### src/rtl/mips_ctrl.sv
// Main control decoder for the MIPS ID stage: decodes op/func into datapath
// controls and registers them into the ID/EX segment with reset and stall hold.
module mips_ctrl (
  input  logic       clk,
  input  logic       rst_n,
  input  logic       en,
  input  logic [5:0] op,
  input  logic [4:0] rs,
  input  logic [4:0] rt,
  input  logic [4:0] rd,
  input  logic [4:0] shamt,
  input  logic [5:0] func,
  output logic       RegDst,
  output logic       RegWr,
  output logic       ALUSrc,
  output logic       MemWr,
  output logic       MemtoReg,
  output logic [1:0] ExtOp,
  output logic [4:0] ALUctr,
  output logic       Branch,
  output logic       Jump
);

  localparam logic [4:0] ALU_ADD  = 5'b00000, ALU_ADDU = 5'b00001;
  localparam logic [4:0] ALU_SUB  = 5'b00010, ALU_SUBU = 5'b00011;
  localparam logic [4:0] ALU_AND  = 5'b00100, ALU_OR   = 5'b00101;
  localparam logic [4:0] ALU_XOR  = 5'b00110, ALU_NOR  = 5'b00111;
  localparam logic [4:0] ALU_SLT  = 5'b01000, ALU_SLTU = 5'b01001;
  localparam logic [4:0] ALU_SLL  = 5'b01010, ALU_SRL  = 5'b01011;
  localparam logic [4:0] ALU_SRA  = 5'b01100, ALU_SLLV = 5'b01101;
  localparam logic [4:0] ALU_SRLV = 5'b01110, ALU_SRAV = 5'b01111;
  localparam logic [4:0] ALU_LUI  = 5'b10000;

  localparam logic [1:0] EXT_ZERO = 2'b00, EXT_SIGN = 2'b01, EXT_HIGH = 2'b10;

  logic       regdst_d, regwr_d, alusrc_d, memwr_d, memtoreg_d, branch_d, jump_d;
  logic [1:0] extop_d;
  logic [4:0] aluctr_d;
  logic       regdst_q, regwr_q, alusrc_q, memwr_q, memtoreg_q, branch_q, jump_q;
  logic [1:0] extop_q;
  logic [4:0] aluctr_q;

  logic       r_ok;
  logic [4:0] r_alu;
  logic       i_arith;

  // rs and shamt are routed to the datapath directly and play no part in decode
  logic unused_fields;
  assign unused_fields = ^{rs, shamt};

  always_comb begin
    r_ok  = 1'b1;
    r_alu = ALU_ADD;
    case (func)
      6'b000000: r_alu = ALU_SLL;
      6'b000010: r_alu = ALU_SRL;
      6'b000011: r_alu = ALU_SRA;
      6'b000100: r_alu = ALU_SLLV;
      6'b000110: r_alu = ALU_SRLV;
      6'b000111: r_alu = ALU_SRAV;
      6'b100000: r_alu = ALU_ADD;
      6'b100001: r_alu = ALU_ADDU;
      6'b100010: r_alu = ALU_SUB;
      6'b100011: r_alu = ALU_SUBU;
      6'b100100: r_alu = ALU_AND;
      6'b100101: r_alu = ALU_OR;
      6'b100110: r_alu = ALU_XOR;
      6'b100111: r_alu = ALU_NOR;
      6'b101010: r_alu = ALU_SLT;
      6'b101011: r_alu = ALU_SLTU;
      default:   r_ok  = 1'b0;
    endcase
  end

  always_comb begin
    regdst_d   = 1'b0;
    regwr_d    = 1'b0;
    alusrc_d   = 1'b0;
    memwr_d    = 1'b0;
    memtoreg_d = 1'b0;
    extop_d    = EXT_ZERO;
    aluctr_d   = ALU_ADD;
    branch_d   = 1'b0;
    jump_d     = 1'b0;
    i_arith    = 1'b0;
    case (op)
      6'b000000: if (r_ok) begin
        regdst_d = 1'b1;
        regwr_d  = (rd != 5'd0);
        aluctr_d = r_alu;
      end
      6'b001000: begin i_arith = 1'b1; extop_d = EXT_SIGN; aluctr_d = ALU_ADD;  end
      6'b001001: begin i_arith = 1'b1; extop_d = EXT_SIGN; aluctr_d = ALU_ADDU; end
      6'b001010: begin i_arith = 1'b1; extop_d = EXT_SIGN; aluctr_d = ALU_SLT;  end
      6'b001011: begin i_arith = 1'b1; extop_d = EXT_SIGN; aluctr_d = ALU_SLTU; end
      6'b001100: begin i_arith = 1'b1; extop_d = EXT_ZERO; aluctr_d = ALU_AND;  end
      6'b001101: begin i_arith = 1'b1; extop_d = EXT_ZERO; aluctr_d = ALU_OR;   end
      6'b001110: begin i_arith = 1'b1; extop_d = EXT_ZERO; aluctr_d = ALU_XOR;  end
      6'b001111: begin i_arith = 1'b1; extop_d = EXT_HIGH; aluctr_d = ALU_LUI;  end
      6'b100011: begin
        alusrc_d   = 1'b1;
        memtoreg_d = 1'b1;
        regwr_d    = (rt != 5'd0);
        extop_d    = EXT_SIGN;
        aluctr_d   = ALU_ADDU;
      end
      6'b101011: begin
        alusrc_d = 1'b1;
        memwr_d  = 1'b1;
        extop_d  = EXT_SIGN;
        aluctr_d = ALU_ADDU;
      end
      6'b000100, 6'b000101: begin
        branch_d = 1'b1;
        extop_d  = EXT_SIGN;
        aluctr_d = ALU_SUBU;
      end
      6'b000010: jump_d = 1'b1;
      default: ;
    endcase
    if (i_arith) begin
      alusrc_d = 1'b1;
      regwr_d  = (rt != 5'd0);
    end
  end

  // Reset inserts a bubble; en low freezes the ID/EX controls during a stall
  always_ff @(posedge clk) begin
    if (!rst_n) begin
      regdst_q   <= 1'b0;
      regwr_q    <= 1'b0;
      alusrc_q   <= 1'b0;
      memwr_q    <= 1'b0;
      memtoreg_q <= 1'b0;
      extop_q    <= 2'b00;
      aluctr_q   <= 5'b00000;
      branch_q   <= 1'b0;
      jump_q     <= 1'b0;
    end else if (en) begin
      regdst_q   <= regdst_d;
      regwr_q    <= regwr_d;
      alusrc_q   <= alusrc_d;
      memwr_q    <= memwr_d;
      memtoreg_q <= memtoreg_d;
      extop_q    <= extop_d;
      aluctr_q   <= aluctr_d;
      branch_q   <= branch_d;
      jump_q     <= jump_d;
    end
  end

  assign RegDst   = regdst_q;
  assign RegWr    = regwr_q;
  assign ALUSrc   = alusrc_q;
  assign MemWr    = memwr_q;
  assign MemtoReg = memtoreg_q;
  assign ExtOp    = extop_q;
  assign ALUctr   = aluctr_q;
  assign Branch   = branch_q;
  assign Jump     = jump_q;

endmodule

### config.mk
export PLATFORM = sky130hd
export DESIGN_NAME = mips_ctrl
export DESIGN_NICKNAME = d
export VERILOG_FILES = /design/src/rtl/mips_ctrl.sv
export SDC_FILE = /design/constraint.sdc
export NUM_CORES = 1
export LEC_CHECK = 0
export BUFFER_PORTS_ARGS = -buffer_cell sky130_fd_sc_hd__buf_2
export CAP_MARGIN = 40
export CORE_MARGIN = 4
export CORE_UTILIZATION = 44
export CTS_CLUSTER_DIAMETER = 100
export DETAILED_ROUTE_END_ITERATION = 8
export PLACE_DENSITY = 0.84
export SLEW_MARGIN = 30
export SYNTH_ARGS = -nofsm -noshare
export SYNTH_HDL_FRONTEND = slang
export SYNTH_SLANG_ARGS = --single-unit
export TNS_END_PERCENT = 1
### constraint.sdc
create_clock -name clk -period 3.05 [get_ports clk]
set_clock_uncertainty 0.2 [all_clocks]
set_input_delay 0.61 -clock clk [delete_from_list [all_inputs] [get_ports clk]]
set_output_delay 0.61 -clock clk [all_outputs]
set_load 0.01 [all_outputs]
Word level (Yosys, flattened, before mapping)
Cells that the tools add are included.
Widths: inputs -> output; s select.
{ "totals": {"register_bits": 14, "in_bits": 35, "output_inout_bits": 14, "word_cells": 64} }
{ "classes": {"n_eq_ne": 28, "muxes": 17, "reduce_logical": 10} }
{ "ops": {"columns": ["op", "count"], "rows": [
  ["$eq 6x6->1 const B", 12],
  ["$pmux 4 s15", 1],
  ["$eq 6x4->1 const B", 8],
  ["$pmux 5 s9", 1],
  ["$eq 6x3->1 const B", 5],
  ["$eq 6x2->1 const B", 3],
  ["$reduce_or 16->1", 1],
  ["$reduce_or 8->1", 2],
  ["$logic_not 6->1", 2],
  ["$mux 1", 12],
  ["$reduce_bool 5->1", 2],
  ["$mux 5", 1],
  ["$pmux 2 s2", 1],
  ["$reduce_or 2->1", 2],
  ["$reduce_or 3->1", 1],
  ["$pmux 1 s2", 1]
]} }

Depth between registers and ports, before layout
Gate-level depths: netlist (run 1).
{ "logic_depth": {"depth_word": 6, "mapped_depth": 6} }

Worst setup path after synthesis (run 1)
OpenSTA, ideal clock, no wires.
{ "synth_timing": {"kind": "in2reg", "start": "input port op[0]", "end": "register aluctr_q[2], in the netlist ALUctr[2]", "setup_ns": 0.060, "arrival_ns": 2.335, "setup_slack_ns": 0.455, "path_stages": 6, "path_cell_list": "buf_6 or4_4 or4_1 or3_1 o22ai_1 a32o_1"} }
{ "synth_via": {"elab_chain_len": 3} }
{ "synth_rtl": {"columns": ["item", "line", "source"], "rows": [
  ["from (decl)", "7", "input logic [5:0] op,"],
  ["$eq 6x4->1 (tied with other cells)", "86", "case (op)"],
  ["$reduce_or 3->1 (no source line) or $reduce_or 2->1 (tied branches)", null, null],
  ["$pmux 5 s9 *", "86", null],
  ["to (signal assigned)", "146", "aluctr_q <= aluctr_d;"],
  ["to (decl)", "41", "logic [4:0] aluctr_q;"]
]} }
Mark *: on every way between the ends. The rest lies on a longest branch, timed or not.
A chain may end at the register's enable or synchronous reset.

Worst setup path in the final report (run 1)
{ "layout_timing": {"start": "input port op[0]", "end": "register aluctr_q[1], in the netlist ALUctr[1]"} }
Same word-level chain as after synthesis.

==> results.json, run 1 <==
{
  "status": "finished, final reports clean",
  "dp_hpwl_um": 1940,
  "slowest_stage": "or4_4",
  "drv_cap": 0,
  "synth_top_family_by_area": "simple AND/OR/NAND/NOR gates",
  "cts_resized": 0,
  "drt-pass1-iter-count": 4,
  "synth_mux_area_frac": 0.0451,
  "cp_num_buf_inv": 1,
  "cts_tree": "done",
  "synthSimpleGateAreaFrac": 0.308,
  "cp.arrival_ps": 2570,
  "grt_pass1_wl_um": 4110,
  "grt_pass1_vias": 941,
  "layout-drive-gt1-share": 0.297,
  "layout.cells.non_filler": 185,
  "worstReg2RegEnd": "ALUctr[3]",
  "cts_max_level": 1,
  "finalSetupTns_ps": 0,
  "critPathMaxFanout": 10,
  "worstHoldStart": "Branch",
  "yosysUniqueCellTypes": 40,
  "drc_errors": 0,
  "grt_max_degree": 15,
  "syn2layout_area_growth_pct": 24.2,
  "p_leak_nw": 0.495,
  "netlist.area_leader.share": 0.306,
  "start_util": 0.466,
  "fill_cells": 200,
  "routabilityCongestion": 0.894,
  "numCtsBuffers": 3,
  "hold_path.class": "reg2reg",
  "postPlaceCellArea_um2": 1100,
  "yosysWarnings": 0,
  "grt_overflow_total": 0,
  "ctsHoldBuffers": 0,
  "core_area_um2": 1960,
  "post_cts_buffers": 0,
  "setup_viol": 0,
  "power.density_nw_per_um2": 350,
  "die_x_um": 53.6,
  "min_to": "Branch",
  "drt_iter0_markers": 68,
  "via_count": 1065,
  "async_flop_share": 0,
  "synth_xor_area_frac": 0,
  "die_y_um": 53.6,
  "slowest_delay_ps": 540,
  "fmax_mhz": 392,
  "regToRegSetupSlack_ps": 2000,
  "synth.yosys.seq_area_share": 0.306,
  "wl_um": 2550,
  "synth_seq_cells": 14,
  "clk_path_buf_depth": 2,
  "period_share": 0.835,
  "syn_area_per_cell_um2": 7.50,
  "antenna_found_initial": 0,
  "cts.clk_slew.worst_paths_ps": 90,
  "cp_cell_sequence": "buf_2 > or4_4 > or4_1 > or3_1 > o21ai_0 > a32o_1",
  "synth_edf_count": 0,
  "synth_most_common_cell": "nor2_1",
  "slew-limit-headroom": 0.791,
  "cp.required_ps": 3070,
  "antenna_cells": 0,
  "worst_slew_pin_slew_ps": 310,
  "r2r_cells": 3,
  "num_rows": 16,
  "critical_path_class": "in2reg",
  "synth_compound_area_frac": 0.274,
  "hold_path_depth": 2,
  "period_minus_slack_ps": 2550,
  "wl_per_cell_um": 13.8,
  "irDropWorstVdd_mv": 0.257,
  "cts_root_buf": "clkbuf_4",
  "hold_slack_ps": 279,
  "synthTopCellsByCount": "nor2_1, dfxtp_1, nand2_1, a21oi_1, o21ai_0",
  "clkLatencyLatePin_ps": 290,
  "report.final.slew_viol_count": 0,
  "numPortBuffers": 38,
  "synth_nets": 157,
  "crit_family": "simple AND/OR/NAND/NOR gates",
  "synthFlopType": "dfxtp_1",
  "final_area_um2": 1140,
  "finalHoldViolations": 0,
  "grt_usage": 0.194,
  "via_per_inst": 5.76,
  "r2r_start": "ALUctr[3]",
  "nNetsFinal": 194,
  "synth-adder-area-share": 0,
  "synth_area_leaders": "dfxtp_1, nor2_1, a21oi_1",
  "dieArea_um2": 2870,
  "io_pins": 49,
  "antenna_left": 0,
  "endpoint_kind": "flop",
  "rsz0062_at_grt": "false",
  "cts_num_sinks": 14,
  "synth_largest_area_cell": "dfxtp_1",
  "synth_area_um2": 915,
  "syn-instance-count": 122,
  "dp_cells": 181,
  "cp-start-kind": "primary input"
}
[power by group]
group | switching (mW) | total (mW) | internal, mW
clock network | 0.0608 | 0.134 | 0.0727
registers | 0.00153 | 0.187 | 0.185
logic | 0.0462 | 0.0775 | 0.0313
total | 0.109 | 0.398 | 0.289
[per-layer routing]
layer / vias up / wire (µm) / GRT usage
met5: - / 0 / 0
met2: 55 / 1230 / 0.327
met1: 483 / 1010 / 0.247
met4: 0 / 37 / 0.0638
li1: 520 / - / -
met3: 7 / 264 / 0.0360
[cell type report]
| type | count | area [µm²] | share of cell area |
|---|---|---|---|
| timing repair buffer | 39 | 198 | 0.174 |
| tap | 27 | 33.8 | 0.0297 |
| sequential | 14 | 280 | 0.247 |
| clock buffer | 4 | 36.3 | 0.0319 |
| inverter | 4 | 15.0 | 0.0132 |
| multi-input combinational | 97 | 573 | 0.504 |
[per-stage QoR]
| stage | total power, mW | worst slack, ps | util |
|---|---|---|---|
| global route | 0.418 | 453 | 0.579 |
| floorplan | 0.238 | 455 | - |
| global placement | 0.263 | 264 | 0.561 |
| CTS | 0.398 | 525 | 0.579 |
| detailed placement | 0.267 | 239 | 0.561 |
| finish | 0.398 | 502 | 0.579 |
[registers in the layout, summed over array words and instances, names as in the netlist]
register / flops
MemtoReg: 1
MemWr: 1
ExtOp: 2
Jump: 1
ALUctr: 5
ALUSrc: 1
RegDst: 1
Branch: 1
RegWr: 1
[worst max path at each step]
stage	start	endpoint	slack [ps]	cells after the start
after CTS	op[0]	ALUctr[2]	530	6
after detailed placement	op[0]	ALUctr[1]	240	6
after global routing	op[0]	ALUctr[2]	450	6
final	op[0]	ALUctr[1]	500	6
after global placement	op[0]	ALUctr[1]	260	6
after floorplan	op[0]	ALUctr[2]	450	6
[kinds of logic (layout without fill, tap and decap cells)]
group           count (synthesis)  after routing
compound gates                 39             39
buf+inv                        11             47
flops                          14             14
mux                             4              4
simple gates                   54             54
[tightest hold or removal path, cell delays in order (launching register included)]
cell and delay [ps]:
dfxtp_1 320, nand2_1 60, a21oi_1 50
[placed cells by master (no fill, tap or decap), drive strengths merged, types with 3 or more instances in the layout]
master  instances
a21oi          11
nor2           15
mux2i           3
dfxtp          14
clkbuf          4
a31oi           3
or4             4
nor3            5
nand2b          5
nand2          12
buf            39
o21ai           9
Power figures use the tool's default switching activity.
==> run 2: changes to the inputs <==
- clock period: 3.05 -> 2.5 ns (I/O delays scaled with it)
==> run 2 against run 1 <==
- register-to-register slack worse by 540 ps
- combinational power is 32% higher
- worst hold slack worse by 2.9 ps
- die area stayed put
- core utilization is 1.9 points higher
- final cell count is 2.7% higher
- design area is 3.3% higher
- clock power is 19% higher
==> results.json, run 2 (synthesis results as in run 1) <==
{
  "status": "finished, final reports clean",
  "drv_cap": 0,
  "p_sw_frac": 0.267,
  "slowest_delay_ps": 520,
  "cts_resized": 0,
  "period_share": 0.941,
  "antenna_cells": 0,
  "grt_pass1_wl_um": 4240,
  "dp_cells": 186,
  "die_y_um": 53.6,
  "clkLatencyLatePin_ps": 270,
  "power.density_nw_per_um2": 416,
  "via_count": 1080,
  "largest_reg_flops": 5,
  "cp_cell_sequence": "buf_2 > or4_4 > or4_1 > or3_1 > o21ai_0 > a32o_1",
  "internal_power_uw": 358,
  "clk_path_buf_depth": 2,
  "hold_path.class": "reg2reg",
  "cp-start-kind": "primary input",
  "grt_overflow_total": 0,
  "path_depth": 6,
  "cts_num_sinks": 14,
  "layout.cells.non_filler": 190,
  "setup_viol": 0,
  "antenna_found_initial": 0,
  "numCtsBuffers": 3,
  "drt-pass1-iter-count": 5,
  "regToRegSetupSlack_ps": 1460,
  "drc_errors": 0,
  "post_cts_buffers": 0,
  "postPlaceCellArea_um2": 1140,
  "cts.clk_slew.worst_paths_ps": 80,
  "r2r_cells": 3,
  "ctsHoldBuffers": 0,
  "cts_tree": "done",
  "finalHoldViolations": 0,
  "seqPwrFrac": 0.466,
  "p_clk_frac": 0.326,
  "grt_pass1_vias": 1077,
  "p_leak_nw": 0.519,
  "slowest_stage": "or4_4",
  "p_comb_frac": 0.208,
  "endpoint_kind": "flop",
  "cp.required_ps": 2520,
  "wl_um": 2680,
  "routabilityCongestion": 0.890,
  "slew-limit-headroom": 0.820,
  "numPortBuffers": 38,
  "fmax_mhz": 425,
  "drt_iter0_markers": 52,
  "grt_max_degree": 15,
  "final_area_um2": 1170,
  "critical_path_class": "in2reg",
  "grt_usage": 0.198,
  "crit_family": "simple AND/OR/NAND/NOR gates",
  "worstReg2RegEnd": "ALUctr[3]",
  "cts_max_level": 1,
  "worst_slew_pin_slew_ps": 266,
  "rsz0062_at_grt": "false",
  "cp_num_buf_inv": 1,
  "layout-drive-gt1-share": 0.319,
  "p_sw_uw": 131,
  "io_pins": 49,
  "die_x_um": 53.6,
  "via_per_inst": 5.68,
  "core_area_um2": 1960,
  "report.final.slew_viol_count": 0,
  "antenna_left": 0,
  "wl_per_cell_um": 14.1,
  "num_rows": 16,
  "dieArea_um2": 2870,
  "critPathMaxFanout": 2,
  "irDropWorstVdd_mv": 0.396,
  "nNetsFinal": 199,
  "dp_hpwl_um": 2070,
  "final_common_cell": "buf_2",
  "worst_slack_ps": 148,
  "endpoint": "ALUctr[1]",
  "r2r_start": "ALUctr[3]",
  "startpoint": "op[0]",
  "syn2layout_area_growth_pct": 28.3,
  "fill_cells": 192,
  "most-common-layout-cells": "buf_2, nor2_1, dfxtp_1, nand2_1, a21oi_1",
  "period_minus_slack_ps": 2350,
  "cts_root_buf": "clkbuf_4",
  "pre_cts_ws_ps": -113,
  "cp.arrival_ps": 2370,
  "start_util": 0.466
}
## run 2: cell count changes in the layout (fill, tap and decap cells not counted), sizes merged
cell and delta:
buf +5
## run 2: metal layers
layer	share of wire	global-route usage	up-vias
met5	0	0	-
met4	0.015	0.0851	0
met3	0.098	0.0526	6
met2	0.50	0.341	54
met1	0.38	0.229	493
li1	-	-	527
## run 2: power groups by stage
stage | logic (mW) | registers [mW] | clock network (mW)
2_1_floorplan | 0.0562 | 0.234 | 0
3_3_place_gp | 0.0937 | 0.233 | 0
3_5_place_dp | 0.0993 | 0.233 | 0
4_1_cts | 0.100 | 0.228 | 0.162
5_1_grt | 0.112 | 0.228 | 0.172
6_report | 0.102 | 0.227 | 0.159
## run 2: metrics by stage
| step | utilization | TNS (ps) | hold slack [ps] | total power, mW |
|---|---|---|---|---|
| final | 0.598 | 0 | 276 | 0.489 |
| after global routing | 0.598 | 0 | 312 | 0.511 |
| after CTS | 0.598 | 0 | 284 | 0.489 |
| after detailed placement | 0.580 | -226 | 260 | 0.332 |
| after global placement | 0.580 | -214 | 249 | 0.326 |
| after floorplan | - | 0 | 286 | 0.290 |
## run 2: cell type report
type | count | area, µm² | share of cell area
Timing Repair Buffer | 44 | 235 | 0.200
Clock buffer | 4 | 36.3 | 0.0309
Multi-Input combinational cell | 97 | 573 | 0.488
Inverter | 4 | 15.0 | 0.0128
Tap cell | 27 | 33.8 | 0.0288
Sequential cell | 14 | 280 | 0.239
## run 2: worst min path at each step
stage / startpoint / endpoint / depth (start not counted)
final: ALUctr[1] / ALUctr[1] / 1
after global routing: Branch / Branch / 2
after CTS: Branch / Branch / 2
after detailed placement: Branch / Branch / 2
after global placement: ALUctr[1] / ALUctr[1] / 1
after floorplan: Branch / Branch / 2
==> run 3: changes to the inputs <==
- BUFFER_PORTS_ARGS: -buffer_cell sky130_fd_sc_hd__buf_2 -> unset
- CORE_UTILIZATION: 44 -> 45
- DONT_BUFFER_PORTS: unset -> 1
- PLACE_DENSITY: 0.84 -> 0.65
==> run 3 against run 2 <==
- design area decreased by 19%
- die area is 1.9% lower
- critical path type unchanged
- sequential share of layout area up 5.7 points
- sequential cell count is the same
- final cell count fell by 23%
- clock power is essentially flat
- clock-buffer cell count is the same
- worst hold slack lost 170 ps
- critical endpoint unchanged
- non-clock buffer count is 43 lower
- wire length shrank 16%
- register-to-register slack got worse by 50 ps
==> results.json, run 3 (synthesis results as in run 1) <==
{
  "report.final.slew_viol_count": 0,
  "post_cts_buffers": 0,
  "fill_cells": 206,
  "antenna_cells": 0,
  "multi_input_area_um2": 573,
  "irDropWorstVdd_mv": 0.346,
  "routabilityCongestion": 0.780,
  "wl_per_cell_um": 15.3,
  "cp-start-kind": "primary input",
  "layout-drive-gt1-share": 0.0750,
  "slowest_stage": "or4_4",
  "grt_max_degree": 15,
  "core_area_um2": 1940,
  "setup_viol": 0,
  "critical_path_class": "in2reg",
  "most-common-layout-cells": "nor2_1, dfxtp_1, nand2_1, a21oi_1, o21ai_0",
  "cp_cell_sequence": "or4_4 > or4_1 > or3_1 > o21ai_0 > a32o_1",
  "worstReg2RegEnd": "ALUctr[3]",
  "cts_num_sinks": 14,
  "grt_overflow_total": 0,
  "ctsHoldBuffers": 0,
  "clk_path_buf_depth": 2,
  "dieArea_um2": 2820,
  "cp.arrival_ps": 2270,
  "die_x_um": 53.1,
  "cts_tree": "done",
  "drc_errors": 0,
  "clkLatencyLatePin_ps": 280,
  "dp_hpwl_um": 1710,
  "power_uw": 438,
  "grt_pass1_vias": 812,
  "rsz0062_at_grt": "false",
  "r2r_start": "ALUctr[3]",
  "r2r_cells": 3,
  "finalHoldViolations": 0,
  "min_to": "ALUSrc",
  "period_minus_slack_ps": 2250,
  "via_per_inst": 6.11,
  "worst_slew_pin_slew_ps": 303,
  "seq_area_um2": 280,
  "slowest_delay_ps": 520,
  "regToRegSetupSlack_ps": 1410,
  "fmax_mhz": 445,
  "cts_resized": 0,
  "critPathMaxFanout": 10,
  "finalSetupTns_ps": 0,
  "startpoint": "op[0]",
  "p_leak_nw": 0.324,
  "largest_reg_flops": 5,
  "cts_max_level": 1,
  "io_pins": 49,
  "via_count": 898,
  "grt_pass1_wl_um": 3630,
  "worstHoldStart": "en",
  "grt_usage": 0.175,
  "wl_um": 2260,
  "hold_path.class": "in2reg",
  "antenna_found_initial": 0,
  "nNetsFinal": 156,
  "numPortBuffers": 0,
  "cp.required_ps": 2520,
  "endpoint_kind": "flop",
  "numCtsBuffers": 3,
  "slew-limit-headroom": 0.797,
  "syn2layout_area_growth_pct": 3.42,
  "period_share": 0.899,
  "power.density_nw_per_um2": 463,
  "final_common_cell": "nor2_1",
  "die_y_um": 53.1,
  "status": "finished, final reports clean",
  "cts_root_buf": "clkbuf_4",
  "drv_cap": 0,
  "start_util": 0.471,
  "drt-pass1-iter-count": 4,
  "num_rows": 16,
  "antenna_left": 0,
  "drt_iter0_markers": 15,
  "cts.clk_slew.worst_paths_ps": 90,
  "hold_path_depth": 1
}
==> run 3: cell types whose count changed in the layout (fill, tap and decap cells not counted), sizes merged <==
cell | previous run | this run
buf | 44 | 1
==> run 3: worst max-delay path by stage <==
stage / to
3_5_place_dp: ALUctr[1]
4_1_cts: ALUctr[1]
5_1_grt: ALUctr[1]
3_3_place_gp: ALUctr[1]
2_1_floorplan: ALUctr[2]
6_report: ALUctr[1]
==> run 3: critical path, delay by kind of cell <==
family | cells | cell delay (ps)
compound gates | 2 | 420
simple gates | 3 | 1350
==> run 3: power by group <==
group | switching, mW | internal (mW) | total (mW)
combinational | 0.0239 | 0.0240 | 0.0479
clock | 0.0720 | 0.0886 | 0.161
sequential | 0.00361 | 0.226 | 0.230
==> run 3: per-stage QoR <==
| step | cells | hold slack [ps] | cell area (µm²) | util | setup slack (ps) |
|---|---|---|---|---|---|
| 2_1_floorplan | 122 | 286 | 915 | - | 14.6 |
| 3_3_place_gp | 143 | 304 | 910 | 0.468 | -6.90 |
| 3_5_place_dp | 143 | 310 | 910 | 0.468 | -13.7 |
| 4_1_cts | 147 | 100 | 946 | 0.487 | 272 |
| 5_1_grt | 147 | 114 | 946 | 0.487 | 189 |
| 6_report | 147 | 107 | 946 | 0.487 | 252 |
==> run 3: area by class of cell <==
cell class                      count  area share
Tap cell                           27      0.0357
Sequential cell                    14       0.296
Inverter                            4      0.0159
Timing Repair Buffer                1     0.00794
Multi-Input combinational cell     97       0.606
Clock buffer                        4      0.0384
==> run 3: per-layer routing <==
layer	vias up	global-route usage	wire, µm
met5	-	0	0
met4	0	0.0766	38
met3	6	0.0676	226
met2	32	0.252	982
met1	413	0.229	1010
li1	447	-	-
